===== config.mk =====
export PLATFORM = sky130hd
export DESIGN_NAME = jtag_mem_arbiter
export DESIGN_NICKNAME = d
export VERILOG_FILES = /design/src/rtl/jtag_mem_arb_pkg.sv /design/src/rtl/jtag_mem_arb_fair.sv /design/src/rtl/jtag_mem_arbiter.sv
export SDC_FILE = /design/constraint.sdc
export NUM_CORES = 1
export LEC_CHECK = 0
export BUFFER_PORTS_ARGS = -buffer_cell sky130_fd_sc_hd__buf_2
export CORE_AREA = 5 5 188 190
export DETAILED_ROUTE_END_ITERATION = 16
export DIE_AREA = 0 0 193 195
export GPL_TIMING_DRIVEN = 0
export PLACE_DENSITY = 0.53
export SLEW_MARGIN = 20
export SYNTH_ARGS = -nofsm -noshare
export SYNTH_HDL_FRONTEND = slang
export SYNTH_SLANG_ARGS = --single-unit

===== constraint.sdc =====
create_clock -name CLK -period 2.4 [get_ports CLK]
set_input_delay 0.36 -clock CLK [delete_from_list [all_inputs] [get_ports CLK]]
set_output_delay 0.36 -clock CLK [all_outputs]
set_load 0.03 [all_outputs]

===== src/rtl/jtag_mem_arb_pkg.sv =====
// Shared types and default widths for the JTAG/core memory arbiter.
package jtag_mem_arb_pkg;

    localparam int DEF_AW = 32;
    localparam int DEF_DW = 64;

    typedef enum logic {
        OWN_JTAG = 1'b0,
        OWN_CORE = 1'b1
    } owner_e;

    typedef enum logic {
        ST_UNLOCKED = 1'b0,
        ST_LOCKED   = 1'b1
    } lock_st_e;

endpackage


===== src/rtl/jtag_mem_arb_fair.sv =====
// Combinational grant decision (JTAG priority) plus the starvation counter
// that forces a core grant after STARVE_MAX consecutive JTAG wins.
module jtag_mem_arb_fair
    import jtag_mem_arb_pkg::*;
#(
    parameter int STARVE_MAX = 8
) (
    input  logic CLK,
    input  logic RESET,
    input  logic j_req_i,
    input  logic c_req_i,
    input  logic locked_i,
    input  logic lock_exit_i,
    output logic grant_j,
    output logic grant_c,
    output logic winner
);

    localparam logic [7:0] SMAX = 8'(STARVE_MAX);

    logic [7:0] starve_q;
    logic [7:0] starve_d;
    logic       c_eff;
    logic       at_max;

    always_comb begin
        // Grants are suppressed during reset so no access is promised that reset would drop.
        c_eff    = c_req_i && !locked_i && !RESET;
        at_max   = (starve_q == SMAX);
        grant_j  = j_req_i && !RESET && !(c_eff && at_max);
        grant_c  = c_eff && (!j_req_i || at_max);
        winner   = grant_c ? OWN_CORE : OWN_JTAG;

        starve_d = starve_q;
        if (lock_exit_i || grant_c || !c_req_i) begin
            starve_d = '0;
        end else if (grant_j && c_eff && !at_max) begin
            starve_d = starve_q + 8'd1;
        end
    end

    always_ff @(posedge CLK) begin
        if (RESET) begin
            starve_q <= '0;
        end else begin
            starve_q <= starve_d;
        end
    end

endmodule


===== src/rtl/jtag_mem_arbiter.sv =====
// Single-port memory arbiter between the JTAG loader and the core port.
// Define JTAG_ARB_LOCK_EN to add the J_LOCK port and exclusive-access lock FSM.
module jtag_mem_arbiter
    import jtag_mem_arb_pkg::*;
#(
    parameter int AW         = DEF_AW,
    parameter int DW         = DEF_DW,
    parameter int STARVE_MAX = 8
) (
    input  logic          CLK,
    input  logic          RESET,
    input  logic          J_REQ,
    input  logic          J_WE,
    input  logic [AW-1:0] J_ADDR,
    input  logic [DW-1:0] J_WDATA,
    output logic          J_GNT,
    output logic          J_RVALID,
    output logic [DW-1:0] J_RDATA,
    input  logic          C_REQ,
    input  logic          C_WE,
    input  logic [AW-1:0] C_ADDR,
    input  logic [DW-1:0] C_WDATA,
    output logic          C_GNT,
    output logic          C_RVALID,
    output logic [DW-1:0] C_RDATA,
`ifdef JTAG_ARB_LOCK_EN
    input  logic          J_LOCK,
`endif
    output logic          LOCKED,
    output logic          M_EN,
    output logic          M_WE,
    output logic [AW-1:0] M_ADDR,
    output logic [DW-1:0] M_WDATA,
    input  logic [DW-1:0] M_RDATA
);

    logic          grant_j;
    logic          grant_c;
    logic          winner;
    logic          locked;
    logic          lock_exit;
    logic          m_en_q;
    logic          m_we_q;
    logic [AW-1:0] m_addr_q;
    logic [DW-1:0] m_wdata_q;
    owner_e        m_own_q;
    logic          tag_vld_q;
    owner_e        tag_own_q;

`ifdef JTAG_ARB_LOCK_EN
    lock_st_e lock_q;

    always_ff @(posedge CLK) begin
        if (RESET) begin
            lock_q <= ST_UNLOCKED;
        end else begin
            unique case (lock_q)
                ST_UNLOCKED: if (J_LOCK)  lock_q <= ST_LOCKED;
                ST_LOCKED:   if (!J_LOCK) lock_q <= ST_UNLOCKED;
            endcase
        end
    end

    assign locked    = (lock_q == ST_LOCKED);
    assign lock_exit = locked && !J_LOCK;
`else
    assign locked    = 1'b0;
    assign lock_exit = 1'b0;
`endif

    jtag_mem_arb_fair #(
        .STARVE_MAX (STARVE_MAX)
    ) u_fair (
        .CLK         (CLK),
        .RESET       (RESET),
        .j_req_i     (J_REQ),
        .c_req_i     (C_REQ),
        .locked_i    (locked),
        .lock_exit_i (lock_exit),
        .grant_j     (grant_j),
        .grant_c     (grant_c),
        .winner      (winner)
    );

    always_ff @(posedge CLK) begin
        if (RESET) begin
            m_en_q    <= 1'b0;
            m_we_q    <= 1'b0;
            m_addr_q  <= '0;
            m_wdata_q <= '0;
            m_own_q   <= OWN_JTAG;
            tag_vld_q <= 1'b0;
            tag_own_q <= OWN_JTAG;
        end else begin
            m_en_q <= grant_j || grant_c;
            m_we_q <= grant_c ? C_WE : (grant_j && J_WE);
            if (grant_j || grant_c) begin
                m_addr_q  <= grant_c ? C_ADDR  : J_ADDR;
                m_wdata_q <= grant_c ? C_WDATA : J_WDATA;
                m_own_q   <= owner_e'(winner);
            end
            // The tag follows the read actually on the memory port, so a write issued
            // right behind it cannot steal its response.
            tag_vld_q <= m_en_q && !m_we_q;
            if (m_en_q && !m_we_q) begin
                tag_own_q <= m_own_q;
            end
        end
    end

    assign J_GNT    = grant_j;
    assign C_GNT    = grant_c;
    assign LOCKED   = locked;
    assign M_EN     = m_en_q;
    assign M_WE     = m_we_q;
    assign M_ADDR   = m_addr_q;
    assign M_WDATA  = m_wdata_q;
    assign J_RVALID = tag_vld_q && (tag_own_q == OWN_JTAG);
    assign C_RVALID = tag_vld_q && (tag_own_q == OWN_CORE);
    assign J_RDATA  = J_RVALID ? M_RDATA : '0;
    assign C_RDATA  = C_RVALID ? M_RDATA : '0;

endmodule


==> results summary, run 1 <==
The path class of the tightest hold or removal check is in -> reg. After legalization and detailed placement, the total HPWL measured 30250 um. The starting utilization of the core area came out at 18.35%. In this run the clock root is driven by a sky130_fd_sc_hd__clkbuf_16.

The family with the most delay on the worst path is compound AO/OA/AOI/OAI gates. The critical path start-end classification is reg -> reg. Counting every net in the synthesized netlist gives 1033.

The count of filler cells inserted in the layout came out at 3737. The most frequent cell after synthesis is sky130_fd_sc_hd__nand2_1. STA classifies the critical path endpoint as a flop. The gate count of the mapped netlist came out at 769. The initial antenna violation count was 15. Across the run, the number of max-cap violations was 0. The proportion of power drawn by combinational gates is 27.0%. The cell area after placement came out at 9125 um^2. After detailed routing, the number of vias per cell comes to 4.613.

The detailed-route DRC error count came out at 0. In this run the count of I/O pins placed on the die edge is 493. The net switching power is 1.737 mW. The leakage power of the design is 4.629 nW. By count the netlist is led by sky130_fd_sc_hd__nand2_1, sky130_fd_sc_hd__o211ai_1, sky130_fd_sc_hd__dfxtp_1. The share of the cycle needed by the critical path after routing is 97.58%. The remaining antenna violation count after routing is 0. The core region area is 33280 um^2. The flow ran to the end, and the final reports show no timing, DRC or antenna violations. For this block, the initial DRC count from the detailed router was 313.

The top flip-flop cell by instance count after synthesis is sky130_fd_sc_hd__dfxtp_1. Net switching is 35.76% of the power. The distinct cell type count of the synthesized netlist came out at 36. The slew at the pin with the worst max-slew slack came out at 805.0 ps. For this design, the slowest cell found on the critical path is sky130_fd_sc_hd__or4b_4.

The count of flip-flops with a built-in enable after synthesis came out at 0. The first-pass GRT wire length is 51000 um. Port buffering added 488 buffers. The cell area after synthesis came out at 6107 um^2.

The number of buffers inserted during clock tree synthesis came out at 9. The final standard cell utilization of the core is 28.70%. After clock tree synthesis, the flow added hold-fix buffers numbering 0. The count of buffer and inverter cells on the critical path came out at 3. The routed design could run at a clock period as short as 2342 ps.

The mean post-synth cell area is 7.942 um^2. For the worst setup path, the data required time is 2710 ps. Sorting the synthesized cells by area gives the leading types as sky130_fd_sc_hd__dfxtp_1, sky130_fd_sc_hd__o211ai_1, sky130_fd_sc_hd__nand2_1. Registers are responsible for 41.3% of the overall power. In this run the horizontal extent of the chip is 193 um. The data arrival time of the critical path is 2650 ps. Cells with a size suffix above 1 make up 42.82% of the layout. The final weighted congestion in routability-driven placement is 0.8568. The maximum achievable frequency came out at 427.0 MHz. The clock input transition at the sequential cells of the worst setup and hold paths is 90 ps. The worst setup slack after layout is 57.98 ps. Setup repair after global routing left no endpoint under its margin. The highest net fanout along the worst path came out at 10. Global routing used 17.94% of the available tracks across all layers. The floorplan die area is 37640 um^2. The floorplan has 67 rows. The biggest area contributor in the post-synthesis netlist is sky130_fd_sc_hd__dfxtp_1. The share of Yosys cell area claimed by the top area cell type came out at 35.73%. The register area share after synthesis is 35.73%. The H-tree depth reported by CTS is 3. The clock latency on the worst-skew pair came out at 370 ps. The overall die height came out at 195 um.

TritonCTS built the clock tree. The signal on the critical path passes through inv_2, ha_4, or4b_4, buf_4, o21ai_2, buf_2, o221a_1. The count of final hold-check violations is 0. The pin count of the biggest net entering global routing came out at 20. Relative to the synthesized area, the layout overhead comes to 56.40%.

The worst hold slack across all endpoints came out at 236.9 ps. The internal power contribution is 3.119 mW. The worst ir drop on vdd came out at 0.0003031 V. The post-detailed-routing wire length is 36280 um. Before antenna repair, the detailed router went through 5 iterations. The synthesized design contains 109 register bits.

Measured against its own limit, the worst slew margin works out to 46.34%. After routing the design area is 9552 um^2. The number of setup violations in the final report is 0.

The count of pins over their slew limit is 0. The count of clock tree sinks is 109. The maximum single-stage delay on the critical path came out at 540 ps.

The placement-stage worst setup slack came out at -768.3 ps. The fraction of synthesis flops using an asynchronous set or reset pin is 0%. After detailed routing, the average wire length per cell comes to 20.92 um. The worst setup skew after layout came out at 9.223 ps. The worst setup path is launched from a flop. The clock network is responsible for 31.7% of the overall power.

For this run the aggregate overflow at the end of global routing stands at 0. The power per unit of standard cell area came out at 508.4 nW/um^2. The via count of the first global-routing pass came out at 8041. The longest clock path from root to sink contains 2 buffers. The post-layout net count is 1534. For this run, the number of Yosys warnings is 0. The detailed router placed 7999 vias in this run.
[worst reg2reg max path, stage by stage, from the launching register on]
cell and delay, ps:
sky130_fd_sc_hd__dfxtp_4 350, sky130_fd_sc_hd__inv_2 60, sky130_fd_sc_hd__ha_4 120, sky130_fd_sc_hd__or4b_4 540, sky130_fd_sc_hd__buf_4 180, sky130_fd_sc_hd__o21ai_2 460
sky130_fd_sc_hd__buf_2 360, sky130_fd_sc_hd__o221a_1 230
[metrics by stage]
stage          power, mW  TNS, ps  std cells
6_report           4.856        0       1734
5_1_grt            5.076        0       1733
3_3_place_gp       3.336   -37860       1705
2_1_floorplan      2.747        0        769
3_5_place_dp       3.348   -28890       1706
4_1_cts            4.921   -58.54       1724
[cell usage in the layout, fill, tap and decap left out, drive strengths merged]
cell	netlist	routed
buf	10	507
nand2	158	158
o211ai	155	155
dfxtp	109	109
clkbuf	80	82
and2	65	65
and3	64	64
mux2i	20	20
nor3b	19	19
a211oi	19	19
o221a	19	19
diode	0	11
nor2	10	10
inv	4	8
nor2b	6	6
o21ai	5	5
or3	4	4
nand3	4	4
a21oi	3	3
xor2	2	2
clkinvlp	0	2
clkinv	1	2
ha	2	2
or4b	1	1
or3b	1	1
o21a	1	1
nand2b	1	1
nand4bb	1	1
nor3	1	1
nand4	1	1
xnor2	1	1
o32ai	1	1
conb	1	1
[worst paths after layout]
kind              cells past startpoint                from  slack [ps]          to
setup / recovery                      7  u_fair.starve_q[0]          60  M_ADDR[10]
hold / removal                        3                C_WE         240        M_WE
setup reg to reg                      7  u_fair.starve_q[0]          60  M_ADDR[10]
hold reg to reg                       2          M_ADDR[25]         460  M_ADDR[25]
[final cells by class]
class	count	area (um^2)	area share [%]
diodes	11	27.53	0.2882
plain buffers	84	356.6	3.733
inverters	5	18.77	0.1965
flip-flops and latches	109	2188	22.91
clock buffers	9	225.2	2.358
well taps	448	560.5	5.868
multi-input cells	565	3606	37.75
repair buffers	496	2511	26.29
clock inverters	7	57.56	0.6026
[cells by family (layout without fill, tap and decap cells)]
group	after synthesis	after routing	synth area share, %
and+or+nand+nor	336	336	28.01
adders and majority gates	2	2	0.4097
buffers and inverters	95	601	6.208
xor gates and xnor gates	3	3	0.4303
muxes	20	20	3.278
DFF	109	109	35.73
other	1	12	0.06140
AOI/OAI and AO/OA	203	203	25.88
[sequential cells by signal (all words and copies together), names as in the netlist]
name and flops:
tag_vld_q 1, tag_own_q 1, M_ADDR 32, m_own_q 1, u_fair.starve_q 8, M_WDATA 64
M_EN 1, M_WE 1
[per-layer routing]
metal / vias up / part of all wire [%] / global-route usage, %
li1: 3792 / - / -
met1: 3788 / 37 / 19.21
met2: 364 / 52 / 32.85
met3: 55 / 7.9 / 4.357
met4: 0 / 3.4 / 8.314
met5: - / 0 / 0
[power by group through the flow]
stage / clock network (mW) / registers [mW] / logic, mW
3_3_place_gp: 0 / 2.04 / 1.29
5_1_grt: 1.66 / 2.02 / 1.40
6_report: 1.54 / 2.01 / 1.31
2_1_floorplan: 0 / 2.28 / 0.463
4_1_cts: 1.59 / 2.01 / 1.33
3_5_place_dp: 0 / 2.05 / 1.30
[what timing repair did]
action	in CTS	in global routing
resized for setup	34	5
pin swaps	4	2
cloned	0	0
setup buffers	6	1
setup endpoints to repair	122	10
(Power assumes the default switching activity.)
==> run 2, diff against run 1 <==
Settings changed: CORE_AREA 5 5 188 190 to 5 5 189 191, DIE_AREA 0 0 193 195 to 0 0 194 196, PLACE_DENSITY 0.53 to 0.52, SYNTH_HIERARCHICAL set to 1.
==> run 2 against run 1 <==
Sequential share of layout area decreased by 0.95 points. Setup slack gained 21 ps. Clock power is 10% higher. Final cell count down 6.3%. Count of clock-buffer cells in the layout is 1 higher. Clock skew rose by 3.1 ps. Global-route usage is 2.4 points lower. Wire length fell by 9.9%. Total power barely moved. Combinational power fell by 8%. Critical endpoint is now C_RDATA[19].
==> results summary, run 2 <==
The flow ran to the end, and the final reports show no timing, DRC or antenna violations. Ranked by total cell area, the synthesized netlist is headed by sky130_fd_sc_hd__dfxtp_1, sky130_fd_sc_hd__mux2_2, sky130_fd_sc_hd__mux2i_1. The final standard cell utilization of the core is 29.33% (+0.63 points). Counting instances in the post-synthesis netlist gives the leading cell types as sky130_fd_sc_hd__dfxtp_1, sky130_fd_sc_hd__nor2_1, sky130_fd_sc_hd__mux2i_1. The floorplan die area came out at 38020 um^2 (+1.0%). The flip-flop count of the largest register after layout came out at 64 (unchanged).

STA classifies the critical path startpoint as a flop. The endpoint identified for the worst register-to-register timing path is M_ADDR[25]. The final cell area excluding filler cells is 9958 um^2 (+4.3%).

The relative slew slack came out at 45.86% (-0.48 points). The number of buffers inserted during clock tree synthesis is 9 (unchanged). Leaving out fill and tap cells, the most frequent cell in the layout is sky130_fd_sc_hd__buf_2. The layout overhead on the synthesized area came out at 64.20%. The H-tree depth reported by CTS came to 3 (unchanged). The top flip-flop cell by instance count after synthesis is sky130_fd_sc_hd__dfxtp_1.

The routed length per placed instance was 20.12 um (-3.8%). The required time of the worst setup path came to 2040 ps (-670 ps). The core region area is 33950 um^2 (+2.0%). The maximum single-stage delay on the critical path was 390 ps (-150 ps).

The cell area after placement was 9140 um^2 (+0.16%). The pin count of the biggest net entering global routing came out at 20 (unchanged). The post-detailed-routing wire length is 32690 um (-9.9%).

The maximum achievable frequency was 430.9 MHz (+0.91%). The highest net fanout along the worst path came out at 10 (unchanged). The number of buffer cells added on primary ports came out at 491 (+0.61%). The via count of the first global-routing pass came out at 6929 (-14%). The shortest period the worst path allows was 2321 ps (-21.05 ps). The clock tree root driver cell is sky130_fd_sc_hd__clkbuf_16. The mean post-synth cell area is 9.446 um^2 (+19%).

The share of Yosys cell area claimed by the top area cell type came to 35.98% (+0.25 points). The post-layout net count is 1428 (-6.9%). The register area share after synthesis came out at 35.98% (+0.25 points). The count of pins over their slew limit is 0 (unchanged). The power per unit of standard cell area came out at 488.0 nW/um^2 (-4.0%). Setup repair after global routing could not meet its margin everywhere.

The data arrival time of the critical path was 1960 ps (-690 ps). The horizontal die dimension is 194 um (+0.52%). The count of flip-flops with a built-in enable after synthesis is 0 (unchanged). The final weighted congestion in routability-driven placement is 0.8877 (+3.6%).

The startpoint identified for the worst register-to-register timing path is u_fair/starve_q[1]. The count of buffer and inverter cells on the critical path is 3 (unchanged). Tracing the worst setup path back leads to its startpoint at tag_own_q. The worst setup skew after layout came out at 12.32 ps (+3.101 ps). The total of flip-flops plus latches after synthesis is 109 (unchanged).

The routed via count is 6767 (-15%). The number of setup violations in the final report came to 0 (unchanged). Traced cell by cell, the critical path runs through clkbuf_1, clkbuf_1, and3_1, buf_2. The estimated wirelength of the detail-placed design is 26710 um (-12%). The cell seen most often among critical-path stages is sky130_fd_sc_hd__clkbuf_1. The initial antenna violation count is 14 (-1). The maximum buffer depth of the clock tree came out at 2 (unchanged).

The gate count of the mapped netlist came out at 642 (-17%). The clock latency on the worst-skew pair is 370 ps (about the same). The number of rows created at floorplan is 68 (+1.5%). The slowest stage of the critical path is the sky130_fd_sc_hd__dfxtp_1 cell. The worst ir drop on vdd was 0.0003966 V (+31%). By startpoint and endpoint, the worst setup path is classified as reg -> out. The clock input transition at the sequential cells of the worst setup and hold paths is 90 ps (about the same).

The worst setup path endpoint is C_RDATA[19]. The starting utilization of the core area is 17.86% (-0.49 points). The family with the most delay on the worst path is buffers and inverters. The Yosys warning count is 6 (+6). The overall die height is 196 um (+0.51%).

The count of clock tree sinks was 109 (unchanged). The fraction of synthesis flops using an asynchronous set or reset pin came to 0% (unchanged). The cell depth of the worst setup path came to 4 (-3). The I/O pin count came out at 493 (unchanged). The remaining antenna violation count after routing came out at 0 (unchanged). Leaving out fill and tap cells, the most frequent cells in the layout are sky130_fd_sc_hd__buf_2, sky130_fd_sc_hd__nor2_1, sky130_fd_sc_hd__dfxtp_1, sky130_fd_sc_hd__mux2i_1, sky130_fd_sc_hd__mux2_2. The detailed-route DRC error count was 0 (unchanged).

The reg2reg setup slack came out at 90 ps (+30 ps). The leakage power of the design came out at 5.217 nW (+13%). The cell area after synthesis came out at 6065 um^2 (-0.70%).

The count of final hold-check violations came out at 0 (unchanged). The number of search-and-repair iterations in the first detailed-routing pass is 4 (-1). The first-pass GRT wire length was 45120 um (-12%). Of all cell types, the one taking the most synthesized area is sky130_fd_sc_hd__dfxtp_1.

The total of max-cap violations is 0 (unchanged). TritonCTS built the clock tree. The type of destination of the critical path is an output port. The average vias per placed instance came out at 4.164 (-9.7%). The fraction of final layout cells with drive strength greater than 1 is 56.12% (+13 points).

The depth of the most critical reg-to-reg path is 11 (+4). The tightest min-delay check is of the in -> reg type. The slew at the pin with the worst max-slew slack was 812.1 ps (+7.163 ps). The global router's overall resource usage came out at 15.55% (-2.4 points). The number of violations reported at the end of detailed-routing iteration 0 came out at 173 (-45%).

The final global-route overflow total was 0 (unchanged). The distinct cell type count of the synthesized netlist is 34 (-5.6%). The share of the cycle needed by the critical path after routing is 96.71% (-0.88 points).
==> run 2: cell types whose count changed after synthesis, sizes merged, moves of 48 or more <==
cell	previous run	this run
clkbuf	80	32
mux2	0	96
nor2	10	109
o211ai	155	0
mux2i	20	97
nand2	158	6
==> run 2: what timing repair did <==
action                                  in CTS  in global routing
hold buffers                                 0                  0
gates cloned                                 1                  7
endpoints found under the hold margin        0                  0
buffers inserted                             3                  4
endpoints found under the setup margin     100                101
pin swaps                                    2                  3
gates resized for setup                     29                 49
==> run 2: area by class of cell <==
class	count	area [um^2]
fill	3658	23990
multi-input combinational	479	3697
timing repair buffer	506	2719
sequential	109	2187
tap	455	569.3
buffer	55	446.7
clock buffer	10	239.0
clock inverter	6	80.08
inverter	4	17.52
antenna	1	2.502
==> run 2: cell families (layout without fill, tap and decap cells) <==
kind of cell             Yosys count  count (layout)  share of synthesized area, %
adder cells (fa/ha/maj)            2               2                        0.4126
multiplexers                     193             193                         34.27
AO/OA/AOI/OAI                      9               9                        0.8667
other                              1               8                       0.06183
AND/OR/NAND/NOR                  262             262                         22.92
flip-flops                       109             109                         35.98
buffers and inverters             60             581                         4.621
XOR/XNOR                           6               6                        0.8665
==> run 2: how the worst min path moves through the flow <==
stage               startpoint         end  slack, ps  cells past startpoint
floorplan              m_own_q     m_own_q        430                      2
global placement       m_own_q     m_own_q        440                      2
detailed placement     m_own_q     m_own_q        450                      2
CTS                 C_ADDR[19]  M_ADDR[19]        200                      3
global route         C_ADDR[3]   M_ADDR[3]        210                      3
finish              C_ADDR[21]  M_ADDR[21]        220                      3
==> run 2: worst reg2reg max path, delay by kind of cell (launching register included) <==
family          cells  cell delay (ps)
buf+inv             4              600
fa+ha+maj           1              150
simple gates        3              380
compound gates      1              230
mux                 2              470
flops               1              370
==> run 2: routing by layer <==
layer | GRT usage, % | routed length (um) | part of all wire (%) | vias up
li1 | - | - | - | 3229
met5 | 0 | 27 | 0.083 | -
met1 | 16.43 | 12290 | 38 | 3153
met3 | 4.688 | 2461 | 7.5 | 44
met2 | 30.21 | 17300 | 53 | 337
met4 | 3.542 | 622 | 1.9 | 4
==> run 2: through the flow <==
step	setup TNS, ps	total power [mW]	setup WS (ps)	std cells	hold WS [ps]
finish	0	4.860	79.03	1625	222.5
global route	-31.22	5.089	-7.817	1625	209.5
CTS	0	4.865	0.6464	1613	199.9
detailed placement	-30140	3.120	-379.5	1594	452.0
global placement	-29650	3.108	-376.3	1594	442.2
floorplan	0	2.637	11.60	648	431.6
==> run 2: where the power goes <==
group / internal [mW] / switching, mW / total, mW
registers: 1.91 / 0.0509 / 1.96
logic: 0.541 / 0.656 / 1.20
clock network: 0.864 / 0.841 / 1.70
